File: src/rtl/regfile_write_arbiter.sv
// Shares the single RF write port: writeback first, then a 2-deep in-order lu buffer, then lu bypass.
// wb/bypass write in 0 cycles, buffered lu in >=1 cycle; lu backpressured when full, stall_req forces drain.
module regfile_write_arbiter #(
    parameter int XLEN         = 32,
    parameter int AW           = 5,
    parameter int STARVE_LIMIT = 4
) (
    input  logic            clk,
    input  logic            rst_n,
    input  logic            wb_valid,
    input  logic [AW-1:0]   wb_rd,
    input  logic [XLEN-1:0] wb_data,
    input  logic            lu_valid,
    input  logic [AW-1:0]   lu_rd,
    input  logic [XLEN-1:0] lu_data,
    output logic            lu_ready,
    output logic            rf_en,
    output logic [AW-1:0]   rf_rd,
    output logic [XLEN-1:0] rf_data,
    input  logic [AW-1:0]   rs1_address,
    input  logic [AW-1:0]   rs2_address,
    output logic            rs1_pending,
    output logic            rs2_pending,
    output logic            stall_req,
    output logic            proto_err
);
    localparam int AGE_W = (STARVE_LIMIT > 1) ? $clog2(STARVE_LIMIT) : 1;
    localparam logic [AGE_W-1:0] AGE_MAX = AGE_W'(STARVE_LIMIT - 1);

    logic [1:0]       count_q, count_d;
    logic             head_q, head_d, tail_q, tail_d;
    logic [AW-1:0]    ent_rd_q   [2];
    logic [XLEN-1:0]  ent_data_q [2];
    logic [AGE_W-1:0] age_q, age_d;
    logic             stall_q, stall_d;
    logic             perr_q, perr_d;

    logic wb_req, lu_live, deq, bypass, enq, head_denied;
    logic [1:0] ent_vld;

    assign wb_req      = wb_valid && (wb_rd != '0);
    assign lu_ready    = rst_n && (count_q != 2'd2);
    assign lu_live     = lu_valid && lu_ready && (lu_rd != '0);
    assign deq         = !wb_req && (count_q != 2'd0);
    assign bypass      = !wb_req && (count_q == 2'd0) && lu_live;
    assign enq         = lu_live && !bypass;
    assign head_denied = wb_req && (count_q != 2'd0);

    // Only the head is valid at count 1, so its slot depends on head_q.
    assign ent_vld[0] = (count_q == 2'd2) || ((count_q == 2'd1) && !head_q);
    assign ent_vld[1] = (count_q == 2'd2) || ((count_q == 2'd1) && head_q);

    assign rs1_pending = rst_n && (rs1_address != '0) &&
        ((ent_vld[0] && (ent_rd_q[0] == rs1_address)) || (ent_vld[1] && (ent_rd_q[1] == rs1_address)));
    assign rs2_pending = rst_n && (rs2_address != '0) &&
        ((ent_vld[0] && (ent_rd_q[0] == rs2_address)) || (ent_vld[1] && (ent_rd_q[1] == rs2_address)));

    assign stall_req = stall_q;
    assign proto_err = perr_q;

    always_comb begin
        rf_en   = 1'b0;
        rf_rd   = '0;
        rf_data = '0;
        if (rst_n) begin
            if (wb_req) begin
                rf_en   = 1'b1;
                rf_rd   = wb_rd;
                rf_data = wb_data;
            end else if (deq) begin
                rf_en   = 1'b1;
                rf_rd   = ent_rd_q[head_q];
                rf_data = ent_data_q[head_q];
            end else if (bypass) begin
                rf_en   = 1'b1;
                rf_rd   = lu_rd;
                rf_data = lu_data;
            end
        end
    end

    always_comb begin
        count_d = count_q + {1'b0, enq} - {1'b0, deq};
        head_d  = deq ? ~head_q : head_q;
        tail_d  = enq ? ~tail_q : tail_q;

        age_d = age_q;
        if (deq || (count_q == 2'd0))
            age_d = '0;
        else if (head_denied && (age_q != AGE_MAX))
            age_d = age_q + 1'b1;

        // A set (head still denied) can never coincide with the drain completing.
        stall_d = stall_q;
        if (head_denied && (age_q == AGE_MAX))
            stall_d = 1'b1;
        else if (count_d == 2'd0)
            stall_d = 1'b0;

        perr_d = perr_q || (wb_valid && stall_q);
    end

    always_ff @(posedge clk or negedge rst_n) begin
        if (!rst_n) begin
            count_q       <= '0;
            head_q        <= 1'b0;
            tail_q        <= 1'b0;
            age_q         <= '0;
            stall_q       <= 1'b0;
            perr_q        <= 1'b0;
            ent_rd_q[0]   <= '0;
            ent_rd_q[1]   <= '0;
            ent_data_q[0] <= '0;
            ent_data_q[1] <= '0;
        end else begin
            count_q <= count_d;
            head_q  <= head_d;
            tail_q  <= tail_d;
            age_q   <= age_d;
            stall_q <= stall_d;
            perr_q  <= perr_d;
            if (enq) begin
                ent_rd_q[tail_q]   <= lu_rd;
                ent_data_q[tail_q] <= lu_data;
            end
        end
    end
endmodule

File: config.mk
export PLATFORM = sky130hd
export DESIGN_NAME = regfile_write_arbiter
export DESIGN_NICKNAME = d
export VERILOG_FILES = /design/src/rtl/regfile_write_arbiter.sv
export SDC_FILE = /design/constraint.sdc
export NUM_CORES = 1
export LEC_CHECK = 0
export CORE_MARGIN = 4
export CORE_UTILIZATION = 35
export DETAILED_ROUTE_END_ITERATION = 16
export PLACE_DENSITY = 0.66
export SLEW_MARGIN = 5
export SYNTH_ARGS = -nofsm -noshare
export SYNTH_HDL_FRONTEND = slang
export SYNTH_SLANG_ARGS = --single-unit
File: constraint.sdc
create_clock -name clk -period 3.1 [get_ports clk]
set_input_delay 0.62 -clock clk [delete_from_list [all_inputs] [get_ports clk]]
set_output_delay 0.62 -clock clk [all_outputs]
set_load 0.05 [all_outputs]
==> flow_summary.toml, run 1 <==
[status]
run_status = "completed"

[pwr]
vdd_ir_drop_max_v = 0.0003516
power_density_nw_per_um2 = 808.8
p_int_mw = 3.912
power.switching_fraction = 0.3710
power.switching_mw = 2.307
p_leak_nw = 3.270
seq_power_share = 0.324
power.clock.fraction = 0.169
comb_power_share = 0.507

[synth]
netlist_instances = 456
synth_enable_flop_cells = 0
ys_seq_area_frac = 0.4183
post-synth-top-area-fraction = 0.4183
synth_top_cells_by_area = "dfrtp_1 (42%), mux2_1 (14%), mux2_2 (12%)"
ys_dominant_reg_cell = "dfrtp_1"
syn-num-nets = 547
synth_commonest_cells = "nand3_1 (96), dfrtp_1 (82), mux2_1 (60)"
synth.yosys.warnings = 0
synthDistinctLibCells = 36
yosys.cell_count.top_type = "nand3_1"
syn-cell-area_um2 = 4906
ys_seq_elements = 82
async_reset_ff_frac = 1.000
postSynthAreaPerCell_um2 = 10.76
synth.largest_area_cell = "dfrtp_1"

[cells_and_area]
design.final.nets = 705
utilization = 0.5694
finish.instance_area_um2 = 7690
relative_area_change_from_synthesis_to_final_layout_pct = 56.75
layout-drive-gt1-share = 0.3285
instances_no_fill = 794
antenna-diode-count = 0

[route]
vias = 4319
vias_per_cell = 5.440
number_of_antenna_violating_nets_in_the_routed_design = 0
drt_pre_antenna_iters = 4
routed_wl_um = 13990
initial_drc_count = 280
wl_per_cell_um = 17.62
drc = 0

[placement]
numPlacedInstances = 767
finalWeightedCongestion = 0.8039
post-dp-hpwl_um = 9562
numPortBuffers = 130
instance_area_after_placement_um2 = 7014

[setup_path]
timing.critical_path.arrival_ns = 2.45
crit_chain = "clkdlybuf4s50_1, or4_4, o21a_4, a221oi_2, nor2_2, buf_12"
r2r_cell_count = 10
critical_path_class = "in2out"
critPathMaxFanout = 5
cp.buffers_inverters = 2
r2r_setup_slack_ns = 0.89
critical_path.endpoint_type = "primary output"
critical_path_depth = 6
cpPeakStageDelay_ns = 0.59
worst_path_dominant_cell_family = "simple AND/OR/NAND/NOR gates"
crit_slowest_cell = "or4_4"
required_time_reported_for_the_critical_path_endpoint_ns = 2.48
worstReg2RegStart = "count_q[0]"
timing.critical_path.from_type = "input pin"
worstReg2RegEnd = "stall_req"

[sta]
worst_pin_slew_ns = 0.9432
clock_skew_ns = 0.006350
final_min_period_over_clock_period = 0.9906
layout_min_cycle_time_ns = 3.071
final-hold-violation-count = 0
maxSlewViolCount = 0
setup_total_negative_slack_ns = 0
slew-limit-headroom = 0.3712
finalSetupViolCount = 0
unrepaired_setup_endpoints_after_global_routing = "yes"
hold-worst-slack_ns = 0.2948
maxClockFrequency_mhz = 325.7

[worst_hold_path]
hold_path_class = "in2async"

[floorplan]
num_rows = 42
floorplan.initialDensity = 0.3633
die_area_um2 = 15980
chipWidth_um = 126.4
ioPinCount = 131
core_um2 = 13510
die_h_um = 126.4

[global_routing]
grt_pass1_vias = 4569
track_usage = 0.1775
grt_start_max_net_pins = 89
grt-ovfl-total = 0
grt_first_pass_wirelength_um = 23600
antenna_found_initial = 0

[clocking]
cts_max_path_buffers = 2
tritoncts_clock_tree = "done"
insertion_delay_ns = 0.33
worst_setup_hold_path_clk_slew_ns = 0.06
clk_root_buffer_cell = "clkbuf_16"
cts_made_buffers = 9
cts_max_level = 3
cts.sink_count = 82
cts_hold_fix_bufs = 0

[job]
maxCapViolCount = 0
[worst max path at each step]
stage | to | start
2_1_floorplan | rf_data[13] | wb_rd[0]
3_3_place_gp | rf_data[15] | wb_rd[0]
3_5_place_dp | rf_rd[2] | lu_rd[0]
4_1_cts | rf_rd[1] | lu_rd[0]
5_1_grt | rf_rd[2] | lu_rd[3]
6_report | rf_rd[2] | lu_rd[3]
[state kept, by name, indices dropped and copies added (netlist names)]
register    cells
age_q           2
count_q         2
ent_data_q     64
ent_rd_q       10
head_q          1
proto_err       1
stall_req       1
tail_q          1
[cell families (layout without fill, tap and decap cells)]
| logic type | Yosys count | after routing | synth area share |
|---|---|---|---|
| xor gates and xnor gates | 25 | 25 | 0.04463 |
| muxes | 112 | 112 | 0.2568 |
| DFF | 82 | 82 | 0.4183 |
| and+or+nand+nor | 167 | 167 | 0.1844 |
| adders and majority gates | 3 | 3 | 0.007652 |
| buffers and inverters | 41 | 201 | 0.04157 |
| AOI/OAI and AO/OA | 26 | 28 | 0.04667 |
[layout make-up]
class                   instances  area, um^2
fillers                      1114        5816
multi-input cells             335        2859
repair buffers                182        2248
flip-flops and latches         82        2053
clock buffers                  11       242.7
well taps                     176       220.2
clock inverters                 4       51.30
inverters                       4       15.01
[worst reg2reg max path: stages (launching register included)]
cell      delay, ns
dfrtp_1        0.42
nand2b_1       0.19
nand3_1        0.12
a211o_1        0.31
ha_1           0.28
inv_1          0.04
ha_1           0.18
xnor2_1        0.19
xnor2_1        0.11
o21ai_0        0.16
o31ai_1        0.09
[stage by stage]
step | setup WS (ns) | power [mW]
global placement | -0.1381 | 4.991
detailed placement | -0.1748 | 5.091
floorplan | 0.1989 | 3.884
CTS | -0.02375 | 6.225
global route | -0.01455 | 6.603
finish | 0.02923 | 6.219
[repair_timing]
action	4_1_cts	5_1_grt
pin swaps	2	7
gates cloned	5	0
gates resized for setup	19	32
buffers inserted	7	0
endpoints found under the setup margin	37	39
[power by group through the flow]
stage                     registers (mW)  clock network, mW  logic, mW
after floorplan                     1.89                  0       2.00
after global placement              1.98                  0       3.01
after detailed placement            2.03                  0       3.06
after CTS                           2.01               1.08       3.14
after global routing                2.09               1.12       3.39
final                               2.02               1.05       3.15
[metal layers]
metal	up-vias	routed length (um)	track usage
met4	0	232	0.04984
met1	2170	6214	0.2316
met5	-	0	0
met2	105	6958	0.3026
met3	20	581	0.03195
li1	2024	-	-
[cells in the final DEF (no fill, tap or decap), types with 9 or more instances in the layout]
cell type / Yosys / routed
nand3_2: 0 / 24
xnor2_1: 12 / 12
mux2_1: 60 / 60
mux2_2: 51 / 51
nand3_1: 96 / 72
dfrtp_1: 82 / 81
nand4_1: 37 / 37
buf_4: 0 / 41
xor2_1: 13 / 13
buf_12: 0 / 46
clkbuf_16: 0 / 9
o21ai_0: 10 / 10
clkdlybuf4s50_1: 0 / 81
Power figures use the tool's default switching activity.
==> run 2, diff against run 1 <==
--- a/config.mk
+++ b/config.mk
@@ -7,6 +7,8 @@
 export LEC_CHECK = 0
+export CELL_PAD_IN_SITES_DETAIL_PLACEMENT = 1
+export CELL_PAD_IN_SITES_GLOBAL_PLACEMENT = 1
 export CORE_MARGIN = 4
-export CORE_UTILIZATION = 35
+export CORE_UTILIZATION = 38
 export DETAILED_ROUTE_END_ITERATION = 16
-export PLACE_DENSITY = 0.66
+export PLACE_DENSITY = 0.86
 export SLEW_MARGIN = 5
--- a/constraint.sdc
+++ b/constraint.sdc
@@ -3,2 +3,2 @@
 set_output_delay 0.62 -clock clk [all_outputs]
-set_load 0.05 [all_outputs]
+set_load 0.1 [all_outputs]
==> run 2 against run 1 <==
Non-clock buffer count decreased by 5. Maximum frequency up 0.90%. Cell area up 0.76%. Setup slack gained 0.027 ns. Clock-buffer cell count increased by 1. Sequential share of layout area decreased by 0.20 points. Clock power grew 14%. Total power rose by 14%. Critical path depth rose by 1. Global-route usage increased by 5.5 points. Hold slack gained 0.091 ns. Critical endpoint is now rf_data[6]. Largest cell class unchanged. Largest power group unchanged.
==> flow_summary.toml, run 2 (synthesized netlist as in run 1, its figures left out) <==
[status]
run_status = "completed"

[floorplan]
num_rows = 41
chipWidth_um = 121.6
ioPinCount = 131
core_um2 = 12620
die_h_um = 121.6
floorplan.initialDensity = 0.3888
die_area_um2 = 14790

[route]
routed_wl_um = 17660
drc = 0
number_of_antenna_violating_nets_in_the_routed_design = 0
initial_drc_count = 232
vias_per_cell = 5.701
vias = 4475
drt_pre_antenna_iters = 4
wl_per_cell_um = 22.49

[clocking]
cts.sink_count = 82
cts_max_level = 3
clk_root_buffer_cell = "clkbuf_16"
worst_setup_hold_path_clk_slew_ns = 0.06
insertion_delay_ns = 0.34
tritoncts_clock_tree = "done"
cts_max_path_buffers = 2
cts_made_buffers = 9

[sta]
hold-worst-slack_ns = 0.3859
final_min_period_over_clock_period = 0.9818
maxClockFrequency_mhz = 328.6
clock_skew_ns = 0.006598
slew-limit-headroom = 0.3451
worst_pin_slew_ns = 0.9824
layout_min_cycle_time_ns = 3.043
finalSetupViolCount = 0
setup_total_negative_slack_ns = 0
maxSlewViolCount = 0
final-hold-violation-count = 0

[cells_and_area]
design.final.nets = 699
top_library_cells_by_usage_in_the_layout_fill_and_taps_aside = "dfrtp_1 (81), clkdlybuf4s50_1 (80), nand3_1 (63), mux2_1 (60), mux2_2 (51)"
regMostFlops = "ent_data_q"
relative_area_change_from_synthesis_to_final_layout_pct = 57.94
finish.instance_area_um2 = 7749
number_of_flip_flops_in_the_largest_register = 64
final_common_cell = "dfrtp_1"
largest_registers = "ent_data_q x64, ent_rd_q x10"
fillers = 1312
utilization = 0.6140
layout-drive-gt1-share = 0.3507
antenna-diode-count = 0

[placement]
finalWeightedCongestion = 0.8182
numPortBuffers = 130
post-dp-hpwl_um = 11910
instance_area_after_placement_um2 = 7194

[worst_hold_path]
hold_path_class = "in2async"

[pwr]
power.switching_fraction = 0.4272
power_density_nw_per_um2 = 916.1
p_leak_nw = 3.313
vdd_ir_drop_max_v = 0.0004733
power.clock.fraction = 0.169
p_int_mw = 4.066
comb_power_share = 0.541
power.switching_mw = 3.032
seq_power_share = 0.289

[global_routing]
grt_first_pass_wirelength_um = 26990
grt-ovfl-total = 0
grt_pass1_vias = 5007
grt_start_max_net_pins = 132
antenna_found_initial = 0
track_usage = 0.2327

[setup_path]
critical_path_class = "in2out"
worstReg2RegStart = "count_q[0]"
timing.critical_path.arrival_ns = 2.42
worst_setup_path_start = "wb_rd[2]"
critical_path.endpoint_type = "primary output"
r2r_cell_count = 10
critPathMaxFanout = 18
required_time_reported_for_the_critical_path_endpoint_ns = 2.48
timing.critical_path.from_type = "input pin"

[job]
maxCapViolCount = 0
==> run 2: cell count changes in the layout (fill, tap and decap cells not counted), sizes merged <==
cell / previous run / this run
buf: 93 / 88
bufbuf: 1 / 0
bufinv: 1 / 2
clkbuf: 11 / 15
clkdlybuf4s15: 0 / 2
clkdlybuf4s50: 81 / 80
dlygate4sd2: 3 / 1
dlymetal6s2s: 4 / 3
inv: 5 / 4
o31a: 3 / 2
==> run 2: worst max-delay path, stage by stage <==
cell             delay (ns)
clkdlybuf4s50_1        0.55
o31ai_4                0.40
buf_12                 0.19
buf_12                 0.15
nand4_1                0.15
nand3_2                0.17
buf_12                 0.18
==> run 2: what timing repair did <==
item / 4_1_cts / 5_1_grt
pin swaps: 11 / 14
gates resized for setup: 17 / 11
gates cloned: 1 / 4
endpoints found under the setup margin: 38 / 38
buffers inserted: 1 / 3
hold buffers: 0 / 0
endpoints found under the hold margin: 0 / 0
==> run 2: metal layers <==
layer / GRT usage / wire length [um]
met1: 0.2801 / 7355
met3: 0.05246 / 891
met4: 0.06653 / 325
met5: 0 / 0
met2: 0.4166 / 9085
==> run 2: metrics by stage <==
step                setup slack, ns  power [mW]  std cells
global route              -0.009621       7.460        785
global placement           -0.06595       5.586        761
finish                      0.05652       7.098        785
floorplan                    0.1003       4.472        456
detailed placement          -0.1302       5.805        761
CTS                       -0.001428       7.066        779
==> run 2: worst paths after layout <==
check	endpoint	slack [ns]
worst min register to register	proto_err	0.46
worst min-delay path	proto_err	0.39
worst max register to register	stall_req	0.82
max in group asynchronous	ent_data_q[34]	1.93
worst max-delay path	rf_data[6]	0.06
min in group clk	proto_err	0.46
==> run 2: cell type report <==
cell class	count	area (um^2)	share of cell area
well taps	172	215.2	0.02777
clock buffers	12	266.5	0.03439
inverters	4	15.01	0.001938
clock inverters	4	72.57	0.009365
multi-input cells	334	2913	0.3759
flip-flops and latches	82	2053	0.2650
repair buffers	177	2213	0.2856
==> run 2: power groups by stage <==
| stage | Sequential (mW) | Combinational [mW] | Clock [mW] |
|---|---|---|---|
| after floorplan | 1.93 | 2.55 | 0 |
| after global placement | 1.98 | 3.60 | 0 |
| after detailed placement | 2.06 | 3.74 | 0 |
| after CTS | 2.05 | 3.80 | 1.22 |
| after global routing | 2.12 | 4.06 | 1.28 |
| final | 2.05 | 3.84 | 1.20 |
==> run 3, diff against run 2 <==
- ABC_AREA: not set -> 0
==> results of run 3 <==
No change in the layout: final DEF, timing and power equal those of run 2.
